### src/rtl/io_intc.sv
// io_intc: NUM_CH edge-detected, maskable request channels with fixed priority (channel 0 highest),
// a vectored request/ack/done handshake to ControlBlock. Define IO_INTC_SYNC_EN to add a 2-flop irq_in synchronizer.
module io_intc #(
    parameter int                NUM_CH     = 4,
    parameter int                ADDR_W     = 13,
    parameter logic [ADDR_W-1:0] VEC_BASE   = 13'h1000,
    parameter int                VEC_STRIDE = 4
) (
    input  logic              clk,
    input  logic              rst,
    input  logic [NUM_CH-1:0] irq_in,
    input  logic              en_wr,
    input  logic [NUM_CH-1:0] en_data,
    input  logic              gie_set,
    input  logic              gie_clr,
    input  logic [NUM_CH-1:0] pend_clr,
    input  logic              int_ack,
    input  logic              int_done,
    output logic              int_req,
    output logic [3:0]        int_id,
    output logic [ADDR_W-1:0] int_vec,
    output logic [NUM_CH-1:0] pending,
    output logic [NUM_CH-1:0] en_mask,
    output logic              glob_ie,
    output logic              in_service
);

    typedef enum logic [1:0] {IDLE, REQ, SERVICE} state_t;

    state_t              state_reg;
    logic [NUM_CH-1:0]   irq_det;
    logic [NUM_CH-1:0]   irq_prev_reg;
    logic [NUM_CH-1:0]   irq_edge;
    logic [NUM_CH-1:0]   pending_reg;
    logic [NUM_CH-1:0]   pending_next;
    logic [NUM_CH-1:0]   en_mask_reg;
    logic [NUM_CH-1:0]   lat_sel;
    logic [NUM_CH-1:0]   elig;
    logic                glob_ie_reg;
    logic                int_req_reg;
    logic                in_service_reg;
    logic [3:0]          int_id_reg;
    logic [ADDR_W-1:0]   int_vec_reg;
    logic [3:0]          win_id;
    logic [ADDR_W-1:0]   win_vec;
    logic                ack_take;
    logic                lat_live;

`ifdef IO_INTC_SYNC_EN
    logic [NUM_CH-1:0] sync1_reg;
    logic [NUM_CH-1:0] sync2_reg;

    always_ff @(posedge clk) begin
        if (rst) begin
            sync1_reg <= '0;
            sync2_reg <= '0;
        end else begin
            sync1_reg <= irq_in;
            sync2_reg <= sync1_reg;
        end
    end

    assign irq_det = sync2_reg;
`else
    assign irq_det = irq_in;
`endif

    assign irq_edge = irq_det & ~irq_prev_reg;
    assign ack_take = (state_reg == REQ) && int_ack;
    assign elig     = pending_reg & en_mask_reg;

    // A fresh edge beats any clear landing on the same bit in the same cycle.
    generate
        for (genvar gi = 0; gi < NUM_CH; gi++) begin : g_ch
            assign lat_sel[gi]      = (int_id_reg == 4'(gi));
            assign pending_next[gi] = irq_edge[gi] |
                                      (pending_reg[gi] & ~pend_clr[gi] & ~(ack_take & lat_sel[gi]));
        end
    endgenerate

    assign lat_live = |(elig & lat_sel);

    always_comb begin
        win_id = '0;
        for (int i = NUM_CH - 1; i >= 0; i--) begin
            if (elig[i]) win_id = 4'(i);
        end
    end

    assign win_vec = VEC_BASE + ADDR_W'(win_id) * ADDR_W'(VEC_STRIDE);

    always_ff @(posedge clk) begin
        if (rst) begin
            state_reg      <= IDLE;
            irq_prev_reg   <= '0;
            pending_reg    <= '0;
            en_mask_reg    <= '0;
            glob_ie_reg    <= 1'b0;
            int_req_reg    <= 1'b0;
            in_service_reg <= 1'b0;
            int_id_reg     <= '0;
            int_vec_reg    <= '0;
        end else begin
            irq_prev_reg <= irq_det;
            pending_reg  <= pending_next;
            if (en_wr) en_mask_reg <= en_data;
            if (gie_clr)      glob_ie_reg <= 1'b0;
            else if (gie_set) glob_ie_reg <= 1'b1;

            case (state_reg)
                IDLE: begin
                    if (glob_ie_reg && (|elig)) begin
                        int_id_reg  <= win_id;
                        int_vec_reg <= win_vec;
                        int_req_reg <= 1'b1;
                        state_reg   <= REQ;
                    end
                end
                REQ: begin
                    // Ack outranks a concurrent gie_clr; otherwise losing enable or the bit withdraws.
                    if (int_ack) begin
                        glob_ie_reg    <= 1'b0;
                        int_req_reg    <= 1'b0;
                        in_service_reg <= 1'b1;
                        state_reg      <= SERVICE;
                    end else if (!glob_ie_reg || gie_clr || !lat_live) begin
                        int_req_reg <= 1'b0;
                        state_reg   <= IDLE;
                    end
                end
                SERVICE: begin
                    if (int_done) begin
                        glob_ie_reg    <= ~gie_clr;
                        in_service_reg <= 1'b0;
                        state_reg      <= IDLE;
                    end
                end
                default: state_reg <= IDLE;
            endcase
        end
    end

    assign int_req    = int_req_reg;
    assign int_id     = int_id_reg;
    assign int_vec    = int_vec_reg;
    assign pending    = pending_reg;
    assign en_mask    = en_mask_reg;
    assign glob_ie    = glob_ie_reg;
    assign in_service = in_service_reg;

endmodule

### config.mk
export PLATFORM = sky130hd
export DESIGN_NAME = io_intc
export DESIGN_NICKNAME = d
export VERILOG_FILES = /design/src/rtl/io_intc.sv
export SDC_FILE = /design/constraint.sdc
export NUM_CORES = 1
export LEC_CHECK = 0
export CAP_MARGIN = 25
export CORE_MARGIN = 2
export CORE_UTILIZATION = 37
export DETAILED_ROUTE_END_ITERATION = 16
export GPL_TIMING_DRIVEN = 0
export PLACE_DENSITY = 0.77
export SLEW_MARGIN = 15
export SYNTH_ARGS = -nofsm -noshare
export SYNTH_HDL_FRONTEND = slang
export SYNTH_SLANG_ARGS = --single-unit
### constraint.sdc
create_clock -name clk -period 1.83 [get_ports clk]
set_input_delay 0.183 -clock clk [delete_from_list [all_inputs] [get_ports clk]]
set_output_delay 0.183 -clock clk [all_outputs]
set_load 0.02 [all_outputs]
After elaboration in Yosys (flattened, before gate mapping)
Index checks and enable logic that the tools add are counted.

Reductions and logical operators: 16. Equality and inequality tests: 9. Bitwise operators: 29. Add/sub/neg operators: 1. Mux-type cells: 21.

Operators with widths (number): adder 13 x 6 -> 13 bit, first input constant (1); bitwise AND 1 bit (12); bitwise AND 4 bit (3); 2-to-1 mux 4 bit (3); 2-to-1 mux 2 bit (5); 2-to-1 mux 1 bit (9); NOT 1 bit (9); AND reduction 3 bit (3); equality test 4 x 2 -> 1 bit, second input constant (2); OR reduction 4 bit (2); != test 2 bit, second input constant (3); one-hot mux 1 bit (2 select lines) (3); one-hot mux 2 bit (3 select lines) (1); equality test 4 x 1 -> 1 bit, second input constant (1); zero test 4 bit (1); NOT 4 bit (1); bitwise OR 1 bit (4); nonzero test 2 bit (2); != test 3 x 2 -> 1 bit, second input constant (1); equality test 2 x 1 -> 1 bit, second input constant (1); equality test 2 bit, second input constant (1); logical AND 1 bit (2); zero test 1 bit (2); zero test 2 bit (1); other kinds (2) (3).

Input bits: 19. Word-level logic and storage cells: 85. Register bits: 34.

Longest topological paths before layout
Gate-level depths: netlist (run 1).

Word-level depth: 8. Mapped depth: 6. Gate-level depth less buffers: 6.

Worst setup path before layout (run 1)
OpenSTA, ideal clock, no wires.

Path kind: reg-to-reg. Start point: register int_id_reg[0] (netlist: int_id[0]). End point: register state_reg[1]. Cell stages (with the launch flop): 4. Arrival time: 1.758 ns. Library setup time: 0.123 ns. Setup slack: -0.051 ns. Cell sequence: dfxtp_1 -> mux4_2 -> a221oi_2 -> mux2_1.

Cells in the longest elaborated chain, start to end: 7. Elaborated cells on any way between the ends: 10. Classes of those cells: 4 x eq/ne; 1 x bitwise; 5 x reduce/logical.

RTL lines: from (decl) (RTL line 42) `logic [3:0] int_id_reg;`; from (signal assigned) (RTL line 113) `int_id_reg <= win_id;`; equality test 4 x 1 -> 1 bit (tied with other cells) (RTL line 75) `assign lat_sel[gi] = (int_id_reg == 4'(gi));`; bitwise AND 4 bit * (RTL line 81) `assign lat_live = |(elig & lat_sel);`; OR reduction 4 bit * (RTL line 81); zero test 1 bit * (RTL line 126) `end else if (!glob_ie_reg || gie_clr || !lat_live) begin`; logical OR 1 bit * (RTL line 126); != test 3 x 2 -> 1 bit (no line) *; AND reduction 3 bit (no line) *; to (signal assigned) (RTL line 125) `state_reg <= SERVICE;`; to (signal assigned) (RTL line 128) `state_reg <= IDLE;`; to (signal assigned) (RTL line 135) `state_reg <= IDLE;`; to (decl) (RTL line 30) `state_t state_reg;`.

Mark *: on every way between the ends. The rest lies on a longest branch, timed or not. A chain may end at the register's enable or synchronous reset.

Worst setup path after layout (run 1)
Start point: register pending_reg[2] (netlist: pending[2]). End point: register state_reg[1].

Cells in the longest elaborated chain, start to end: 7. Elaborated cells on any way between the ends: 10. Classes of those cells: 2 x eq/ne; 2 x bitwise; 6 x reduce/logical.

RTL lines: from (decl) (RTL line 34) `logic [NUM_CH-1:0] pending_reg;`; from (signal assigned) (RTL line 105) `pending_reg <= pending_next;`; bitwise AND 4 bit * (RTL line 70) `assign elig = pending_reg & en_mask_reg;`; bitwise AND 4 bit (RTL line 81); OR reduction 4 bit (RTL line 81); zero test 1 bit (RTL line 126); logical OR 1 bit (RTL line 126); != test 3 x 2 -> 1 bit (no line); AND reduction 3 bit (no line) *.

Marks and branches as above.

==> run metrics, run 1 <==
commonest non-fill, non-tap cell in the layout=clkdlybuf4s50_1; final hold vios=0; most frequent cells in the layout=clkdlybuf4s50_1, buf_4, nor2_1, dfxtp_1, conb_1; clk root buf=clkbuf_4; dominant synthesized flop cell=dfxtp_1; Worst Hold Depth=3; Final Skew=7.52 ps; CTS clk-pin slew, worst paths=120 ps; leak pwr=0.673 nW; top-area cell type share of the netlist area=0.388; Residual DRC=0; fillers=235; Die ar.=0.00322 mm^2; Post-Syn Area per Cell=9.04 um^2; Setup Viol. Count Final=0; worst setup path start=pending[2]; hold slack=272 ps; Post-DP HPWL=1860 um; FMAX=554 MHz; Skew-Pair Late Insertion Delay=320 ps; library cells used by synthesis=38; Max Cap Violations=0; Post-DRT Antenna Nets=0; metal3 WL=156 um; share of layout cells above drive strength 1=0.223; GR Util All Layers=0.163; Post-synth EDFFs=0; ANT cells=0; worst vdd ir=0.000480 V; Die Y=56.8 um; fin. max-slew vios=0; leading area contributor after synthesis=dfxtp_1; Worst R2R Setup Slack=30 ps; core area=0.00271 mm^2; Max Buffers Root-to-Sink=2; top cells by area, synth=dfxtp_1, buf_4, nor2_1; Initial Util=0.380; HP Class=in -> reg; Final Util=0.578; Net count, final=189; Yosys warning count=0; area grow syn2layout=51.9%; Routed WL=2520 um; RSZ-0062 raised after global routing=true; met2 wire length=1320 um; initial antenna violation count=0; largest net degree at the start of global routing=13; reg2reg path depth=4; RR Startpoint=pending[2]; wire length of the first global-routing pass=4070 um; Design Power=1.04 mW; worst flop-to-flop path endpoint=state_reg[1]; Port-buffer cells=33; num ports=47; # clock sinks=20; Die Width=56.8 um; status=completed; power density cells=662 mW/mm^2; Mapped Area=0.00103 mm^2; CP Capture Type=flop; worst path arrival time=2020 ps; CTS tree=done; crit path to=state_reg[1]; setup tns final=0 ps; Setup CP Type=reg -> reg; Setup crit start kind=flop; ys async rst share=0; period utilisation layout=0.986; Post-Synthesis Cells=114; total gr overflow=0; first drt pass iteration count=4; vias after detailed routing=965; Routed wire per std cell=12.8 um; fin crit period=1800 ps; 1st-iter DRT viols=17; CP Max Fanout=5; vias in the first global route=964; flops & latches, synth=20; wl on met1=993 um; # H-tree levels=1; sequential share of the synthesized area=0.388; CTS buffer count=3; vias per cell=4.90; Worst Path Required=2050 ps; row count=19; top sig layer=met4; routability cong.=0.714
[through the flow]
step           instance area [um^2]  setup WS, ps  std cells
4_1_cts                        1500          22.2        193
2_1_floorplan                  1070          23.2        125
3_3_place_gp                   1440         -49.8        189
5_1_grt                        1570         -17.3        197
6_report                       1570          26.3        197
3_5_place_dp                   1440         -38.7        189
[worst min-delay path by stage]
stage,from,to,slack (ps)
finish,en_wr,en_mask[1],270
global route,en_wr,en_mask[1],300
CTS,en_wr,en_mask[1],270
detailed placement,irq_prev_reg[0],pending[0],410
global placement,irq_prev_reg[0],pending[0],400
floorplan,rst,irq_prev_reg[1],270
[cells in the mapped netlist (2+ instances only)]
cell and instances:
a21oi_1 3, a22o_1 2, a32o_1 2, and2_1 3, buf_4 14, clkbuf_1 3
dfxtp_1 20, ha_1 3, inv_1 7, mux2i_1 4, nand2_1 7, nand2b_1 3
nor2_1 15, nor2b_1 4
[cell families (layout without fill, tap and decap cells)]
kind of cell             after synthesis  count (layout)  synth area share
AO/OA/AOI/OAI                         22              22             0.177
adder cells (fa/ha/maj)                3               3            0.0364
buffers and inverters                 24              65             0.138
flip-flops                            20              20             0.388
multiplexers                           6               6            0.0716
other                                  1              12           0.00364
AND/OR/NAND/NOR                       38              38             0.184
[what timing repair did]
| item | CTS | global route |
|---|---|---|
| endpoints found under the setup margin | 1 | 1 |
| pin swaps | 1 | 1 |
| hold buffers | 0 | 0 |
| gates resized for setup | 2 | 10 |
| buffers inserted | 0 | 4 |
[per-layer routing]
layer / up-vias / track usage
met5: - / 0
met4: 0 / 0.103
met3: 5 / 0.0207
met2: 45 / 0.294
met1: 439 / 0.177
li1: 476 / -
[report_power, final]
| group | internal [mW] | total, mW | switching, mW |
|---|---|---|---|
| Combinational | 0.103 | 0.190 | 0.0870 |
| Sequential | 0.454 | 0.471 | 0.0167 |
| Clock | 0.222 | 0.376 | 0.154 |
[cell type report]
| class | instances | area, um^2 | share of cell area |
|---|---|---|---|
| Multi-Input combinational cell | 81 | 561 | 0.358 |
| Sequential cell | 20 | 412 | 0.263 |
| Timing Repair Buffer | 37 | 360 | 0.230 |
| Buffer | 17 | 116 | 0.0743 |
| Tap cell | 31 | 38.8 | 0.0248 |
| Clock inverter | 1 | 30.0 | 0.0192 |
| Inverter | 7 | 26.3 | 0.0168 |
| Clock buffer | 3 | 22.5 | 0.0144 |
[critical path, stage by stage (launching register included)]
cell	delay, ps
dfxtp_4	380
and2_4	160
mux4_2	510
a221oi_4	330
mux2_4	320
No activity file was read; power rests on OpenSTA's default activity.
==> run 2, diff against run 1 <==
- GPL_ROUTABILITY_DRIVEN: unset -> 0
==> results of run 2 <==
Same layout as run 1: the final DEF is identical, and so are final timing and power.
==> run 3, diff against run 2 <==
- PLACE_DENSITY: 0.77 -> 0.76
==> run metrics, run 3 (synthesized netlist as in run 1, its figures left out) <==
Net count, final=186; most frequent cells in the layout=clkdlybuf4s50_1, nor2_1, buf_4, dfxtp_1, conb_1; row count=19; worst flop-to-flop path endpoint=state_reg[1]; Post-DRT Antenna Nets=0; area grow syn2layout=49.3%; vias per cell=4.67; 1st-iter DRT viols=8; Setup crit start kind=flop; Final Util=0.568; CTS buffer count=3; CP Capture Type=flop; ANT cells=0; fin crit period=1800 ps; Port-buffer cells=33; Residual DRC=0; Die Y=56.8 um; status=completed; # clock sinks=20; clk root buf=clkbuf_4; share of layout cells above drive strength 1=0.202; Post-DP HPWL=1760 um; FMAX=554 MHz; Max Buffers Root-to-Sink=2; Setup CP Type=reg -> reg; total gr overflow=0; Max Cap Violations=0; first drt pass iteration count=2; Setup Viol. Count Final=0; Routed WL=2110 um; RSZ-0062 raised after global routing=true; CTS clk-pin slew, worst paths=120 ps; final hold vios=0; period utilisation layout=0.986; Die ar.=0.00322 mm^2; Worst R2R Setup Slack=30 ps; Hold Startpoint=en_wr; Routed wire per std cell=10.9 um; num ports=47; hold endpoint=en_mask[1]; core area=0.00271 mm^2; wire length of the first global-routing pass=3420 um; Die Width=56.8 um; largest net degree at the start of global routing=13; initial antenna violation count=0; HP Class=in -> reg; Skew-Pair Late Insertion Delay=300 ps; reg2reg path depth=4; fin. max-slew vios=0; Final Skew=3.00 ps; Worst Hold Depth=3; commonest non-fill, non-tap cell in the layout=clkdlybuf4s50_1; vias in the first global route=812; worst path arrival time=2000 ps; vias after detailed routing=906; power density cells=657 mW/mm^2; worst vdd ir=0.000411 V; GR Util All Layers=0.132; Initial Util=0.380; setup tns final=0 ps; Worst Path Required=2030 ps; CP Max Fanout=3; CTS tree=done; hold slack=273 ps; # H-tree levels=1; RR Startpoint=pending[3]; leak pwr=0.658 nW
run 3: cell count changes in the layout (fill, tap and decap cells not counted):
| cell | change |
|---|---|
| dfxtp_2 | +1 |
| buf_4 | -3 |
| ha_1 | +1 |
| dfxtp_4 | -1 |
| ha_2 | -1 |
run 3: how the worst max path moves through the flow:
stage                           from      endpoint  slack, ps  depth (start not counted)
after global placement       int_ack  state_reg[1]        -40                          5
final                     pending[3]  state_reg[1]         30                          4
after floorplan           pending[3]  state_reg[1]         20                          4
after detailed placement     int_ack  state_reg[1]        -80                          5
after global routing      pending[3]  state_reg[1]        -30                          4
after CTS                 pending[3]  state_reg[1]         20                          4
run 3: cell type report:
cell class / instances / area, um^2
timing repair buffer: 34 / 338
clock buffer: 3 / 22.5
sequential: 20 / 409
inverter: 7 / 26.3
fill: 253 / 1170
buffer: 17 / 116
multi-input combinational: 81 / 558
tap: 31 / 38.8
clock inverter: 1 / 30.0
run 3: what timing repair did:
| item | 4_1_cts | 5_1_grt |
|---|---|---|
| resized for setup | 1 | 9 |
| setup buffers | 0 | 1 |
| pin swaps | 1 | 1 |
| setup endpoints to repair | 1 | 1 |
| hold buffers | 0 | 0 |
| cloned | 0 | 0 |
run 3: routing by layer:
metal  up-vias  GRT usage  wire, um  share of wire
met2        32      0.231      1030           0.49
met5         -          0         0              0
met4         0     0.0399        24          0.011
met3         5     0.0346       137          0.065
met1       401      0.158       922           0.44
li1        468          -         -              -
run 3: report_power, final:
group	leakage (nW)	internal [mW]	switching [mW]
combinational	0.464	0.0994	0.0819
clock	0.0279	0.221	0.138
sequential	0.166	0.455	0.0166
total	0.658	0.775	0.236
run 3: metrics by stage:
| step | cells | setup slack, ps | cell area (um^2) | power (mW) |
|---|---|---|---|---|
| 6_report | 194 | 25.8 | 1540 | 1.01 |
| 5_1_grt | 194 | -25.2 | 1540 | 1.05 |
| 4_1_cts | 193 | 22.6 | 1500 | 1.01 |
| 3_5_place_dp | 189 | -84.3 | 1440 | 0.656 |
| 3_3_place_gp | 189 | -42.3 | 1440 | 0.653 |
| 2_1_floorplan | 125 | 23.2 | 1070 | 0.578 |
run 3: critical path, stage by stage (launching register included):
cell	delay, ps
dfxtp_4	370
and2_4	150
mux4_2	520
a221oi_4	340
mux2_4	320
